$ cat src/rtl/uart_pkg.sv
// Shared types and constants for the UART receive path.
package uart_pkg;

    localparam int UART_DATA_W          = 8;
    localparam int DEFAULT_CLKS_PER_BIT = 2604;

    typedef enum logic [1:0] {
        IDLE  = 2'd0,
        START = 2'd1,
        DATA  = 2'd2,
        STOP  = 2'd3
    } uart_rx_state_t;

endpackage

$ cat src/rtl/uart_rx_bit_timer.sv
// Bit-period timer owned by the RX controller; flags the mid-start-bit and
// full-bit-period points relative to the last clear.
module uart_rx_bit_timer #(
    parameter int CLKS_PER_BIT = 2604
) (
    input  logic clk,
    input  logic rst_n,
    input  logic clr,
    input  logic en,
    output logic half_hit,
    output logic full_hit
);

    localparam int TW = $clog2(CLKS_PER_BIT + 1);
    localparam logic [TW-1:0] HALF_LAST = TW'(CLKS_PER_BIT / 2 - 1);
    localparam logic [TW-1:0] FULL_LAST = TW'(CLKS_PER_BIT - 1);

    logic [TW-1:0] r_count;

    always_ff @(posedge clk) begin
        if (!rst_n || clr) begin
            r_count <= '0;
        end else if (en) begin
            r_count <= r_count + TW'(1);
        end
    end

    assign half_hit = (r_count == HALF_LAST);
    assign full_hit = (r_count == FULL_LAST);

endmodule

$ cat src/rtl/uart_rx_ctrl.sv
// UART receive controller: synchronizes rxd, frames start/data/stop bits and
// presents each good byte on a single-entry valid/ready holding register.
module uart_rx_ctrl
    import uart_pkg::*;
#(
    parameter int CLKS_PER_BIT = DEFAULT_CLKS_PER_BIT
) (
    input  logic                   clk,
    input  logic                   rst_n,
    input  logic                   rx_en,
    input  logic                   rxd,
    output logic [UART_DATA_W-1:0] rx_data,
    output logic                   rx_valid,
    input  logic                   rx_ready,
    output logic                   frame_err,
    output logic                   overrun,
    output logic                   busy
);

    logic                   r_sync1;
    logic                   r_rxd_s;
    logic                   r_rxd_prev;
    uart_rx_state_t         r_state;
    logic [UART_DATA_W-1:0] r_shift;
    logic [2:0]             r_bit_idx;
    logic [UART_DATA_W-1:0] r_rx_data;
    logic                   r_rx_valid;
    logic                   r_frame_err;
    logic                   r_overrun;

    logic w_fall;
    logic w_accept;
    logic w_half_hit;
    logic w_full_hit;
    logic w_timer_clr;
    logic w_timer_en;

    // Sync flops reset high so a reset never looks like a start edge.
    always_ff @(posedge clk) begin
        if (!rst_n) begin
            r_sync1    <= 1'b1;
            r_rxd_s    <= 1'b1;
            r_rxd_prev <= 1'b1;
        end else begin
            r_sync1    <= rxd;
            r_rxd_s    <= r_sync1;
            r_rxd_prev <= r_rxd_s;
        end
    end

    assign w_fall   = r_rxd_prev & ~r_rxd_s;
    assign w_accept = r_rx_valid & rx_ready;

    assign w_timer_en  = (r_state != IDLE);
    assign w_timer_clr = !rx_en
                       || (r_state == IDLE)
                       || ((r_state == START) && w_half_hit)
                       || (((r_state == DATA) || (r_state == STOP)) && w_full_hit);

    uart_rx_bit_timer #(
        .CLKS_PER_BIT (CLKS_PER_BIT)
    ) u_bit_timer (
        .clk      (clk),
        .rst_n    (rst_n),
        .clr      (w_timer_clr),
        .en       (w_timer_en),
        .half_hit (w_half_hit),
        .full_hit (w_full_hit)
    );

    always_ff @(posedge clk) begin
        if (!rst_n) begin
            r_state     <= IDLE;
            r_shift     <= '0;
            r_bit_idx   <= '0;
            r_rx_data   <= '0;
            r_rx_valid  <= 1'b0;
            r_frame_err <= 1'b0;
            r_overrun   <= 1'b0;
        end else begin
            r_frame_err <= 1'b0;
            r_overrun   <= 1'b0;
            if (w_accept) begin
                r_rx_valid <= 1'b0;
            end

            if (!rx_en) begin
                r_state   <= IDLE;
                r_shift   <= '0;
                r_bit_idx <= '0;
            end else begin
                case (r_state)
                    IDLE: begin
                        if (w_fall) begin
                            r_state <= START;
                        end
                    end
                    START: begin
                        if (w_half_hit) begin
                            if (r_rxd_s) begin
                                r_state <= IDLE;
                            end else begin
                                r_state   <= DATA;
                                r_bit_idx <= '0;
                            end
                        end
                    end
                    DATA: begin
                        if (w_full_hit) begin
                            r_shift <= {r_rxd_s, r_shift[UART_DATA_W-1:1]};
                            if (r_bit_idx == 3'(UART_DATA_W - 1)) begin
                                r_state <= STOP;
                            end else begin
                                r_bit_idx <= r_bit_idx + 3'd1;
                            end
                        end
                    end
                    STOP: begin
                        if (w_full_hit) begin
                            r_state <= IDLE;
                            // A same-cycle accept frees the holding register for the new byte.
                            if (r_rxd_s) begin
                                if (!r_rx_valid || rx_ready) begin
                                    r_rx_data  <= r_shift;
                                    r_rx_valid <= 1'b1;
                                end else begin
                                    r_overrun <= 1'b1;
                                end
                            end else begin
                                r_frame_err <= 1'b1;
                            end
                        end
                    end
                    default: begin
                        r_state <= IDLE;
                    end
                endcase
            end
        end
    end

    assign rx_data   = r_rx_data;
    assign rx_valid  = r_rx_valid;
    assign frame_err = r_frame_err;
    assign overrun   = r_overrun;
    assign busy      = (r_state != IDLE);

endmodule

$ cat config.mk
export PLATFORM = sky130hd
export DESIGN_NAME = uart_rx_ctrl
export DESIGN_NICKNAME = d
export VERILOG_FILES = /design/src/rtl/uart_pkg.sv /design/src/rtl/uart_rx_bit_timer.sv /design/src/rtl/uart_rx_ctrl.sv
export SDC_FILE = /design/constraint.sdc
export NUM_CORES = 1
export LEC_CHECK = 0
export CORE_MARGIN = 5
export CORE_UTILIZATION = 50
export CTS_BUF_LIST = sky130_fd_sc_hd__clkbuf_16
export DETAILED_ROUTE_END_ITERATION = 10
export GPL_ROUTABILITY_DRIVEN = 0
export PLACE_DENSITY_LB_ADDON = 0.15
export SYNTH_ARGS = -nofsm -noshare
export SYNTH_HDL_FRONTEND = slang
export SYNTH_SLANG_ARGS = --single-unit
$ cat constraint.sdc
create_clock -name clk -period 2.95 [get_ports clk]
set_input_delay 0.59 -clock clk [delete_from_list [all_inputs] [get_ports clk]]
set_output_delay 0.59 -clock clk [all_outputs]
set_load 0.01 [all_outputs]
* Word-level counts from Yosys, hierarchy flattened *
Index checks and enable logic that the tools add are counted.

word-level totals
  bits in registers = 39

operators by class
  eq/ne operators = 13
  reductions and logical operators = 21
  bitwise operators = 3
  $add $sub $neg = 2
  multiplexer cells = 20

operators with widths
  cell                                             number
  AND reduction 5 bit                              4
  adder 12 x 1 -> 12 bit, second input constant    1
  == test 12 x 11 -> 1 bit, second input constant  1
  == test 12 bit, second input constant            1
  two-way mux 2 bit                                6
  two-way mux 3 bit                                4
  != test 2 bit, second input constant             6
  two-way mux 1 bit                                8
  one-hot mux 2 bit (4 select lines)               1
  logical OR 1 bit                                 6
  one-hot mux 3 bit (2 select lines)               1
  == test 2 bit, second input constant             2
  AND reduction 2 bit                              2
  AND reduction 4 bit                              1
  nonzero test 2 bit                               2
  adder 3 x 1 -> 3 bit, second input constant      1
  == test 3 bit, second input constant             1
  zero test 1 bit                                  3
  AND 1 bit                                        2
  == test 2 x 1 -> 1 bit, second input constant    1
  logical AND 1 bit                                2
  zero test 2 bit                                  1
  != test 2 x 1 -> 1 bit, second input constant    1
  inverter 1 bit                                   1

* Logic depth before layout (Yosys ltp) *
  depth after elaboration = 7
  gate-level depth with buffers = 7

* Cells and area by module *
A second synthesis with hierarchy kept.

second synthesis, totals
  cells, all modules = 188
  area total of the unflattened synthesis = 1760.4 um^2

by module, submodules not included
  module             cells each  times used  seq. area each (um^2)  area an instance (um^2)
  uart_rx_ctrl       115         1           540.5                  1108.6
  uart_rx_bit_timer  73          1           240.2                  651.9

* Worst setup path before layout *
Ideal clock, no wire load.

  kind = register to register
  from = register u_bit_timer.r_count[0]
  to = register r_rx_data[0], in the netlist rx_data[0]
  data arrival time = 1552 ps
  buffers on the path = 0
  data required time = 2878 ps
  clock period less this slack = 1624 ps
  stages on the path, launching flop included = 6
  slack = 1326 ps
  cell sequence = dfxtp_1 -> ha_1 -> and2_1 -> nand4_4 -> nor3_4 -> mux2i_1

between the ends
  cells in the longest elaborated chain, start to end = 2

RTL lines
  item                                  line                     RTL
  start, declared                       uart_rx_bit_timer.sv:18  logic [TW-1:0] r_count;
  start signal, assigned                uart_rx_bit_timer.sv:24  r_count <= r_count + TW'(1);
  == test 12 bit                        uart_rx_bit_timer.sv:29  assign full_hit = (r_count == FULL_LAST);
  AND reduction 5 bit (no source line)  n/a
  end signal, assigned                  uart_rx_ctrl.sv:124      r_rx_data <= r_shift;
  end, declared                         uart_rx_ctrl.sv:26       logic [UART_DATA_W-1:0] r_rx_data;

No other way between the ends.
A chain may end at the register's enable or synchronous reset.

==> metrics.md <==
| Metric | Value |
|---|---|
| Post-CTS setup buffer count | `0` |
| CTS tree | `done` |
| Layout cells sized above 1 | `0.0732` |
| Die area | `4780 um^2` |
| Number of routed nets with antenna violations | `0` |
| Finish-stage setup viols | `0` |
| Clock tree buffer depth | `2` |
| Layout Cells excl Fill | `251` |
| Critical Path Fanout Max | `14` |
| FMAX | `446 MHz` |
| Top delay family on crit path | `flip-flops` |
| First-pass GRT wire length | `5510 um` |
| Synthesized cell area | `1750 um^2` |
| Initial Utilization | `0.520` |
| Worst VDD drop | `0.304 mV` |
| Final Hold Viols | `0` |
| Status | `complete, no violations` |
| Routed vias/inst | `5.29` |
| Slew Limit Fails | `0` |
| Lkg Pwr | `0.682 nW` |
| Critical Path AT | `1.65 ns` |
| Die Span Y | `69.1 um` |
| Synth Net Count | `196` |
| Crit-path cells | `or2_2 > clkdlybuf4s50_1` |
| Row count | `21` |
| Met2 WL post-DR | `1410 um` |
| Worst path slowest cell | `dfxtp_1` |
| # diodes | `0` |
| Max H-tree Level | `2` |
| FILL cells | `305` |
| WL/cell | `12.7 um` |
| Synth Flop Type | `dfxtp_1` |
| Total CTS buffers | `5` |
| Number of DRC markers in iteration 0 | `36` |
| Final period util | `0.761` |
| Synth Warn # | `0` |
| Crit end category | `output pin` |
| Synth unique cells | `37` |
| Synth Register Bits | `39` |
| Drt first pass iters | `4` |
| Max_slew headroom | `0.645` |
| Clock root buffer | `clkbuf_16` |
| Clock latency on the worst-skew pair | `0.28 ns` |
| Die Wd | `69.1 um` |
| Post-synthesis sequential area ratio | `0.446` |
| Cell count after synthesis | `187` |
| Worst-Margin Slew | `0.530 ns` |
| Vias in the first global route | `1276` |
| Metal1 wirelength | `1550 um` |
| Core Area | `3360 um^2` |
| CTS hold repair buffers | `0` |
| Drt drc | `0` |
| Ports | `17` |
| Clock Pin Slew Worst Setup and Hold Paths | `0.06 ns` |
| Largest net degree at the start of global routing | `15` |
| Worst Skew | `0.00568 ns` |
| Final #Nets | `213` |
| Syn Area/Cell | `9.35 um^2` |
| Crit path buf inv count | `1` |
| DP Cell Count | `243` |
| WP data required | `2.36 ns` |
| Routed wire length | `3180 um` |
| RSZ-0062 raised after global routing | `no` |
| Post-CTS sizing | `0` |
| Dpl hpwl | `2360 um` |
| Post-Route Setup TNS | `0 ns` |
| All-Layer GR Usage | `0.140` |
| Max-cap violation count | `0` |
| Grt total ovfl | `0` |
| Area grow syn2layout | `19.2%` |
| Crit Path Class | `reg -> out` |
| Number of flops mapped to enable cells by yosys | `0` |
| Final core occ | `0.620` |
| Power Density | `504 nW/um^2` |
| Period minus WS final | `2.24 ns` |
| Worst Setup Start Kind | `flop` |
| Worst Hold Class | `reg -> reg` |
| Final worst slack | `0.706 ns` |
| Routed length on met3 | `159 um` |
| Initial antenna violation count | `0` |
| Hold slack | `0.405 ns` |
| Top sig layer | `met4` |
| Slowest stage delay, CP | `0.56 ns` |
| Vias | `1329` |
| Dpl ws | `0.601 ns` |
| Number of port buffers | `16` |
| Sink Count | `39` |
| Asr flop ratio synth | `0` |
-- power breakdown --
group	leakage [nW]	switching, W	internal [W]
combinational	0.297	0.0000122	0.00000975
sequential	0.315	0.00000177	0.000529
clock	0.0710	0.000191	0.000308
-- worst register-to-register path: cells and delay by family (launching register included) --
kind          cells  cell delay, ns
simple gates      3            0.94
fa+ha+maj         1            0.23
mux               1            0.25
flops             1            0.40
-- stage by stage --
stage | cell area, um^2 | power (W)
after floorplan | 1750 | 0.000554
after global placement | 1940 | 0.000563
after detailed placement | 1940 | 0.000564
after CTS | 2090 | 0.00106
after global routing | 2090 | 0.00109
final | 2090 | 0.00105
-- path summary, 6_finish.rpt --
kind                     startpoint          to  slack, ns  cells after the start
max                            flop        busy       0.71                      2
min                         r_sync1     r_rxd_s       0.40                      1
max reg2reg  u_bit_timer.r_count[0]  rx_data[1]       1.06                      5
min reg2reg                 r_sync1     r_rxd_s       0.40                      1
-- Yosys cell counts (2+ instances only) --
cell type  count  area share
and2_1         4       0.014
xor2_1         3       0.015
nor4b_1        2       0.010
nand2b_1       4       0.014
dfxtp_1       39        0.45
o21a_1         3       0.013
nand3_1        4       0.011
nor2_1        19       0.041
a211oi_1       4       0.017
ha_1           4       0.029
buf_2          3      0.0086
a21oi_1        2      0.0057
nor4bb_1       2       0.011
nor3b_1        2      0.0086
inv_1          3      0.0064
mux2i_1       18        0.10
xnor2_1        9       0.045
nand2_1       33       0.071
nor3_1         4       0.011
nand4_1        4       0.014
clkbuf_1       5       0.011
-- registers in the layout, indices dropped and copies added (netlist names), named ones only --
name / flops
u_bit_timer.r_count: 12
r_shift: 8
rx_data: 8
r_bit_idx: 3
frame_err: 1
overrun: 1
r_rxd_prev: 1
r_rxd_s: 1
r_state: 1
r_sync1: 1
rx_valid: 1
-- metal layers --
layer,vias up,track usage
li1,679,-
met1,618,0.176
met2,25,0.220
met3,7,0.0436
met4,0,0.0586
met5,-,0
-- placed cells by master, fill, tap and decap left out, types with 2 or more instances in the layout --
cell type / count
xor2_1: 3
o21a_1: 3
nand3_1: 4
nor3b_1: 2
xnor2_1: 9
and2_1: 4
inv_1: 4
nor4b_1: 2
dfxtp_1: 39
nand2_1: 33
clkdlybuf4s50_1: 16
a211oi_1: 4
ha_1: 4
nor2_1: 19
nand4_1: 4
nor4bb_1: 2
nand2b_1: 4
nor3_1: 4
mux2i_1: 18
buf_4: 3
a21oi_1: 2
clkbuf_16: 5
-- cell type report --
| class | instances | area, um^2 | share of cell area |
|---|---|---|---|
| clock inverters | 3 | 16.3 | 0.00780 |
| flip-flops and latches | 39 | 781 | 0.374 |
| repair buffers | 19 | 183 | 0.0876 |
| multi-input cells | 136 | 912 | 0.437 |
| well taps | 46 | 57.6 | 0.0276 |
| inverters | 3 | 11.3 | 0.00540 |
| clock buffers | 5 | 125 | 0.0600 |
-- kinds of logic after synthesis --
logic type	count (synthesis)	share of synthesized area
buffers and inverters	12	0.0322
muxes	18	0.103
adders and majority gates	4	0.0286
xor gates and xnor gates	12	0.0601
AOI/OAI and AO/OA	15	0.0622
and+or+nand+nor	87	0.268
DFF	39	0.446
No activity file was read; power rests on OpenSTA's default activity.
